`config.mk`:
```
export PLATFORM = sky130hd
export DESIGN_NAME = cache_fill_fsm
export DESIGN_NICKNAME = d
export VERILOG_FILES = /design/src/rtl/cache_pkg.sv /design/src/rtl/fill_counter.sv /design/src/rtl/cache_fill_fsm.sv
export SDC_FILE = /design/constraint.sdc
export NUM_CORES = 1
export LEC_CHECK = 0
export BUFFER_PORTS_ARGS = -buffer_cell sky130_fd_sc_hd__buf_2
export CORE_AREA = 2 2 42 83
export CTS_CLUSTER_DIAMETER = 150
export CTS_CLUSTER_SIZE = 16
export DETAILED_ROUTE_END_ITERATION = 10
export DIE_AREA = 0 0 44 85
export GPL_ROUTABILITY_DRIVEN = 0
export PLACE_DENSITY = 0.77
export RECOVER_POWER = 100
export SYNTH_ARGS = -nofsm -noshare
export SYNTH_HDL_FRONTEND = slang
export SYNTH_SLANG_ARGS = --single-unit
```
`constraint.sdc`:
```
create_clock -name clk -period 1.75 [get_ports clk]
set_input_delay 0.0875 -clock clk [delete_from_list [all_inputs] [get_ports clk]]
set_output_delay 0.0875 -clock clk [all_outputs]
set_load 0.1 [all_outputs]
```
`src/rtl/cache_pkg.sv`:
```
// rtl/cache_pkg.sv - shared cache geometry constants, fill FSM state type and block-base helper
package cache_pkg;

  typedef enum logic {
    IDLE = 1'b0,
    FILL = 1'b1
  } fill_state_t;

  localparam int BLOCK_WORDS_DEFAULT = 8;
  localparam int OFFSET_W_DEFAULT    = 3;
  localparam int BYTE_OFFSET_W       = 1;
  localparam int ADDR_W              = 16;
  localparam int DATA_W              = 16;

  // Clears the word-offset and byte-offset bits, leaving the block-aligned byte address.
  function automatic logic [ADDR_W-1:0] block_base(input logic [ADDR_W-1:0] addr,
                                                   input int offset_w);
    logic [ADDR_W-1:0] mask;
    mask = (ADDR_W'(1) << (offset_w + BYTE_OFFSET_W)) - ADDR_W'(1);
    return addr & ~mask;
  endfunction

endpackage

```
`src/rtl/fill_counter.sv`:
```
// rtl/fill_counter.sv - up-counter with async reset, synchronous clear and count enable
module fill_counter #(
  parameter int W = 4
) (
  input  logic         clk,
  input  logic         rst_n,
  input  logic         clear,
  input  logic         enable,
  output logic [W-1:0] count
);

  always_ff @(posedge clk or negedge rst_n) begin
    if (!rst_n) begin
      count <= '0;
    end else if (clear) begin
      count <= '0;
    end else if (enable) begin
      count <= count + W'(1);
    end
  end

endmodule

```
`src/rtl/cache_fill_fsm.sv`:
```
// rtl/cache_fill_fsm.sv - cache miss fill controller: issues block word reads and steers returning words into the data array
module cache_fill_fsm
  import cache_pkg::*;
#(
  parameter int BLOCK_WORDS = BLOCK_WORDS_DEFAULT,
  parameter int OFFSET_W    = $clog2(BLOCK_WORDS)
) (
  input  logic                clk,
  input  logic                rst_n,
  input  logic                miss_detected,
  input  logic [ADDR_W-1:0]   miss_address,
  output logic                fsm_busy,
  output logic                memory_read,
  output logic [ADDR_W-1:0]   memory_address,
  input  logic                memory_data_valid,
  input  logic [DATA_W-1:0]   memory_data,
  output logic                write_data_array,
  output logic                write_tag_array,
  output logic [OFFSET_W-1:0] cache_word_offset,
  output logic [DATA_W-1:0]   cache_write_data
);

  localparam int CNT_W = OFFSET_W + 1;
  localparam logic [CNT_W-1:0] CNT_FULL = CNT_W'(BLOCK_WORDS);
  localparam logic [CNT_W-1:0] CNT_LAST = CNT_W'(BLOCK_WORDS - 1);

  fill_state_t       state;
  fill_state_t       state_next;
  logic [ADDR_W-1:0] base;
  logic [CNT_W-1:0]  req_cnt;
  logic [CNT_W-1:0]  rcv_cnt;
  logic              start;
  logic              issue;
  logic              accept;

  assign start  = (state == IDLE) && miss_detected;
  assign issue  = (state == FILL) && (req_cnt < CNT_FULL);
  assign accept = (state == FILL) && memory_data_valid;

  fill_counter #(.W(CNT_W)) u_req_cnt (
    .clk    (clk),
    .rst_n  (rst_n),
    .clear  (start),
    .enable (issue),
    .count  (req_cnt)
  );

  fill_counter #(.W(CNT_W)) u_rcv_cnt (
    .clk    (clk),
    .rst_n  (rst_n),
    .clear  (start),
    .enable (accept),
    .count  (rcv_cnt)
  );

  always_ff @(posedge clk or negedge rst_n) begin
    if (!rst_n) begin
      state <= IDLE;
      base  <= '0;
    end else begin
      state <= state_next;
      if (start) begin
        base <= block_base(miss_address, OFFSET_W);
      end
    end
  end

  // The stall is raised combinationally in IDLE so the pipeline freezes in the miss cycle itself.
  always_comb begin
    state_next        = state;
    fsm_busy          = 1'b0;
    memory_read       = 1'b0;
    memory_address    = '0;
    write_data_array  = 1'b0;
    write_tag_array   = 1'b0;
    cache_word_offset = '0;
    case (state)
      IDLE: begin
        fsm_busy = miss_detected;
        if (miss_detected) begin
          state_next = FILL;
        end
      end
      FILL: begin
        fsm_busy    = 1'b1;
        memory_read = issue;
        if (issue) begin
          memory_address = base + (ADDR_W'(req_cnt) << 1);
        end
        if (memory_data_valid) begin
          write_data_array  = 1'b1;
          cache_word_offset = rcv_cnt[OFFSET_W-1:0];
          // Completion is keyed on returned words only, independent of request progress.
          if (rcv_cnt == CNT_LAST) begin
            write_tag_array = 1'b1;
            state_next      = IDLE;
          end
        end
      end
      default: state_next = IDLE;
    endcase
  end

  assign cache_write_data = memory_data;

endmodule

```
==> flow_summary.ini, run 1 <==
[run_status]
outcome = finished, violations left
violations = negative setup slack

[synth]
ys_ff_latch = 21
avgSynthCellArea_um2 = 8.25
synth_seq_area_share_pct = 39.8
netlist_top_cells_area = dfrtp_1 (40%), nand2_1 (12%), buf_4 (9.7%)
syn_nets = 200
yosysWarningCount = 0
syn_area_um2 = 1320
postSynthCellCount = 160
yosys.cell_types.count = 32
yosysTopAreaCell = dfrtp_1
synth_top_area_share_pct = 39.8

[clocking]
clock_latency_ns = 0.26
htree_levels = 1
clkTransAtPathRegs_ns = 0.07
cts_buffer_depth = 2
cts_root_buf = clkbuf_8
cts_buffers = 3
cts.sinks = 21
cts_tree = built

[power]
clkPwrFrac_pct = 7.0
powerDensity_nw_per_um2 = 2270
p_leak_nw = 0.877
comb_power_share_pct = 69.8
vdd_drop_max_mv = 1.02
internal-power_mw = 2.00
seqPwrFrac_pct = 23.2
power_switching_mw = 2.54
swShare_pct = 56.0

[setup_path]
critPathTopFamily = simple AND/OR/NAND/NOR gates
slowest_delay_ns = 0.43
path_cells = ha_4 -> nand4_4 -> buf_6 -> or3_4 -> a21oi_4 -> buf_12
critical_path_class = flop to output port
arrival_ns = 1.85
worstPathBufferInverterCount = 2
cp-start-kind = flop
slowest_stage = dfrtp_2
required_ns = 1.66
cp_max_fo = 4
crit_path_end_kind = output port

[timing]
tns_ns = -1.35
slew_violations = 0
setup_ws_ns = -0.192
fin_worst_skew_ns = 0.00143
worst_pin_slew_ns = 1.14
rsz0062_at_grt = true
timing.fmax_mhz = 515
setup_viol = 12
slew_headroom_pct = 24.2
period_needed_ns = 1.94
post-route-period-util_pct = 111
hold_viol = 0

[drt]
routed_wl_mm = 3.36
viasPerCell = 5.51
ant_nets = 0
wl_per_cell_um = 15.1
firstDrtPassIters = 4
dr.first_iter.drc_count = 33
vias = 1223
drc = 0

[place]
place_hpwl_mm = 2.44
dp_cells = 214
port_buffers = 37

[global_route]
grt_max_degree = 22
grt_overflow = 0
grt_util_all_layers_pct = 19.9
grt_pass1_wl_mm = 5.68
antenna_found_initial = 0
first_global_vias = 1242

[floorplanning]
die_y_um = 85
fp.coreArea_um2 = 3120
rows = 29
die_x_um = 44
io_pins = 75
fp.dieArea_um2 = 3740
start_util_pct = 42.3

[final_layout]
area_growth_pct = 51.5
layout.nets = 232
fin_cells = 222
antenna_cells = 0
drive_gt1_share_pct = 43.5

[worst_hold_path]
hold_class = input port to flop

[job]
max_cap_viol_count = 0
-- power groups by stage --
stage / Sequential, mW / Clock, mW / Combinational [mW]
after floorplan: 0.937 / 0 / 2.33
after global placement: 0.983 / 0 / 3.06
after detailed placement: 0.995 / 0 / 3.10
after CTS: 1.01 / 0.324 / 3.14
after global routing: 1.08 / 0.346 / 3.33
final: 1.05 / 0.320 / 3.17
-- state kept, by name, summed over array words and instances, names as in the netlist --
register and cells:
u_rcv_cnt.count 4, base 12, state 1, u_req_cnt.count 4
-- path summary, 6_finish.rpt --
kind                               startpoint                  to  slack [ns]  cells past startpoint
min in group asynchronous               rst_n             base[7]        0.57                      2
max in group asynchronous               rst_n            base[12]        0.43                      2
min                           miss_address[5]             base[5]        0.01                      3
max reg2reg                             state            base[11]        0.16                      4
min reg2reg                u_rcv_cnt.count[3]  u_rcv_cnt.count[3]        0.49                      1
max                                   base[4]   memory_address[9]       -0.19                      6
-- placed cells by master, fill, tap and decap left out, types with 4 or more instances in the layout --
cell      count
and2_4        5
inv_1         5
or4_4         4
a21oi_4       6
dfrtp_1      18
xor2_1        4
nor2_1        5
buf_12       16
buf_4         7
buf_2        14
nand3_1       8
nand2_1      41
clkbuf_2      5
buf_6         4
-- cell type report --
cell class / instances / area (µm²)
Timing Repair Buffer: 49 / 531
Sequential cell: 21 / 529
Inverter: 5 / 18.8
Tap cell: 31 / 38.8
Fill cell: 241 / 1120
Multi-Input combinational cell: 112 / 837
Clock buffer: 4 / 45.0
-- worst reg2reg max path: stages, from the launching register on --
cell and delay [ns]:
dfrtp_1 0.50, nor2b_1 0.15, clkbuf_1 0.60, nand2_1 0.15
o21ai_1 0.11
-- synthesized netlist by cell type --
master / n
inv_2: 1
xor2_1: 4
buf_4: 17
nand2b_1: 2
dfrtp_1: 21
o21a_1: 2
buf_2: 1
and3b_1: 1
nor3_1: 1
a41oi_1: 1
conb_1: 1
and2_1: 5
o21ai_1: 3
nand4_1: 1
o21ai_0: 3
mux2i_1: 1
xnor2_1: 2
a21oi_1: 6
clkbuf_1: 4
nand2_1: 41
or4_1: 4
nand3_2: 1
o31ai_1: 4
inv_1: 4
nor2_1: 8
nor2b_1: 1
or3_1: 2
and3_1: 3
nand4_2: 2
nand3b_1: 1
nand3_1: 8
ha_1: 4
-- per-stage QoR --
stage	instance area [µm²]	util, %	setup WS [ns]	hold WS [ns]	power (mW)
final	2000	64.1	-0.192	0.0121	4.54
after global routing	2000	64.1	-0.259	0.00901	4.75
after CTS	1970	63.2	-0.229	0.00769	4.47
after detailed placement	1860	59.5	0.0283	0.0646	4.09
after global placement	1860	59.5	0.0711	0.0619	4.05
after floorplan	1470	-	-0.158	-0.208	3.27
-- what timing repair did --
action / 4_1_cts / 5_1_grt
gates resized for setup: 7 / 11
pin swaps: 6 / 6
endpoints found under the setup margin: 7 / 13
buffers inserted: 3 / 0
hold buffers: 1 / 0
endpoints found under the hold margin: 21 / 0
-- layer usage --
layer,up-vias,GRT usage [%],routed length (µm)
met1,603,20.3,1170
met5,-,0,0
met3,8,3.83,128
met4,0,11.0,74
met2,32,35.6,1990
li1,580,-,-
-- cells by family (layout without fill, tap and decap cells) --
| group | after synthesis | after routing | share of synthesized area [%] |
|---|---|---|---|
| buf+inv | 27 | 58 | 12.6 |
| compound gates | 19 | 19 | 8.62 |
| simple gates | 81 | 81 | 30.1 |
| xor+xnor | 6 | 6 | 3.98 |
| fa+ha+maj | 4 | 4 | 3.79 |
| mux | 1 | 1 | 0.758 |
| flops | 21 | 21 | 39.8 |
| other cells | 1 | 1 | 0.284 |
(Power assumes the default switching activity.)
==> run 2, diff against run 1 <==
ABC_AREA = 1   (was unset)
CORE_AREA = 2 2 43 84   (was 2 2 42 83)
DIE_AREA = 0 0 45 86   (was 0 0 44 85)
PLACE_DENSITY = 0.76   (was 0.77)
==> run 2 against run 1 <==
Against the previous run: the run still ends with negative setup slack left; count of clock-buffer cells in the layout unchanged; first-iteration DRC count down 21%; synthesized area up 2.2%; via count up 2.0%; cell count up 10%; design area down 9.3%; flip-flop and latch count unchanged; worst setup slack better by 0.18 ns; critical path type unchanged.
==> flow_summary.ini, run 2 <==
[final_layout]
drive_gt1_share_pct = 36.4
area_growth_pct = 34.4
design_area_um2 = 1810
layout.nets = 255
largest_register_ffs = 12
layout_commonest_cell = nand2_1
top_regs = base (12), u_rcv_cnt.count (4), u_req_cnt.count (4)
regMostFlops = base
final_cell_mix = nand2_1 (44), dfrtp_1 (21), inv_1 (19)
fin_util_pct = 56.8
antenna_cells = 0

[clocking]
htree_levels = 1
cts_tree = built
cts_root_buf = clkbuf_8
clock_latency_ns = 0.26
cts_buffers = 3
cts.sinks = 21
clkTransAtPathRegs_ns = 0.08
cts_buffer_depth = 2

[timing]
fin_worst_skew_ns = 0.00352
hold_viol = 0
period_needed_ns = 1.76
slew_violations = 0
slew_headroom_pct = 23.6
rsz0062_at_grt = true
tns_ns = -0.0128
setup_ws_ns = -0.0128
post-route-period-util_pct = 101
worst_pin_slew_ns = 1.15
setup_viol = 1
timing.fmax_mhz = 567

[global_route]
grt_pass1_wl_mm = 5.01
first_global_vias = 1259
grt_max_degree = 22
antenna_found_initial = 0
grt_util_all_layers_pct = 17.3
grt_overflow = 0

[drt]
firstDrtPassIters = 6
drc = 0
dr.first_iter.drc_count = 26
vias = 1248
routed_wl_mm = 2.96
viasPerCell = 5.09
ant_nets = 0
wl_per_cell_um = 12.1

[synth]
avgSynthCellArea_um2 = 7.37
yosysWarningCount = 0
synth_seq_area_share_pct = 39.0
synth.most_common_cell = nand2_1
syn_nets = 223
synthFlopType = dfrtp_1
synth-async-reset-ratio_pct = 100
syn_area_um2 = 1350
yosysTopAreaCell = dfrtp_1
synthTopCellsByCount = nand2_1 (45), dfrtp_1 (21), inv_1 (20), nor2_1 (20), buf_4 (19)
yosys.cell_types.count = 22
synth-edff-count = 0
netlist_top_cells_area = dfrtp_1 (39%), nand2_1 (13%), buf_4 (11%)
postSynthCellCount = 183
synth_top_area_share_pct = 39.0
ys_ff_latch = 21

[place]
placed_area_um2 = 1740
place_hpwl_mm = 2.31
port_buffers = 37
dp_worst_setup_slack_ns = 0.182

[worst_hold_path]
hold_class = input port to flop

[floorplanning]
io_pins = 75
fp.dieArea_um2 = 3870
start_util_pct = 42.2
die_x_um = 45
die_y_um = 86
rows = 29
fp.coreArea_um2 = 3190

[run_status]
violations = negative setup slack
outcome = finished, violations left

[setup_path]
cp-start-kind = flop
arrival_ns = 1.68
required_ns = 1.66
cp_max_fo = 6
crit_path_end_kind = output port
critical_path_class = flop to output port

[job]
max_cap_viol_count = 0
[run 2: cell types whose count changed after synthesis, moves of 5 or more]
cell,change
inv_1,+16
a21oi_1,+5
o21ai_0,+14
and2_1,-5
nor2_1,+12
[run 2: logic make-up after synthesis]
logic type      synth area share, %
other cells                   0.278
fa+ha+maj                      3.71
compound gates                 11.3
flops                          39.0
buf+inv                        17.2
simple gates                   28.6
[run 2: cell type report]
class | instances | area [µm²]
Clock buffer | 4 | 45.0
Fill cell | 310 | 1380
Inverter | 21 | 82.6
Multi-Input combinational cell | 120 | 699
Sequential cell | 21 | 526
Tap cell | 31 | 38.8
Timing Repair Buffer | 48 | 422
[run 2: timing repair]
| action | in CTS | in global routing |
|---|---|---|
| buffers inserted | 3 | 3 |
| hold buffers | 1 | 0 |
| cloned | 0 | 0 |
| endpoints found under the hold margin | 21 | 0 |
| endpoints found under the setup margin | 6 | 9 |
| gates resized for setup | 3 | 5 |
| pin swaps | 3 | 7 |
[run 2: final timing paths]
kind	startpoint	to	slack [ns]	depth (start not counted)
worst max-delay path	u_req_cnt.count[3]	memory_address[13]	-0.01	6
max in group asynchronous	rst_n	u_rcv_cnt.count[3]	0.50	2
worst max register to register	state	base[8]	0.22	6
min in group asynchronous	rst_n	base[14]	0.57	2
worst min-delay path	miss_address[10]	base[10]	0.01	3
worst min register to register	u_rcv_cnt.count[3]	u_rcv_cnt.count[3]	0.48	1
[run 2: through the flow]
step                hold slack [ns]  std cells
floorplan                    -0.208        183
global placement             0.0726        234
detailed placement           0.0802        234
CTS                         0.00757        242
global route                 0.0139        245
finish                       0.0128        245
[run 2: critical path, stage by stage, from the launching register on]
cell	delay (ns)
dfrtp_1	0.38
ha_2	0.21
nand2_2	0.08
nor2_4	0.17
nand4_1	0.18
a21oi_4	0.21
buf_12	0.19
[run 2: per-layer routing]
metal	vias to the layer above	share of wire (%)	track usage, %	routed length, µm
met4	0	2.4	11.0	70
met5	-	0	0	0
met2	41	55	29.7	1620
li1	619	-	-	-
met3	6	5.5	2.95	164
met1	582	37	18.1	1100
Power of run 2 is left out: the tool's default activity adds up to more than one toggle a clock period on the data nets, which glitch-free logic cannot reach.
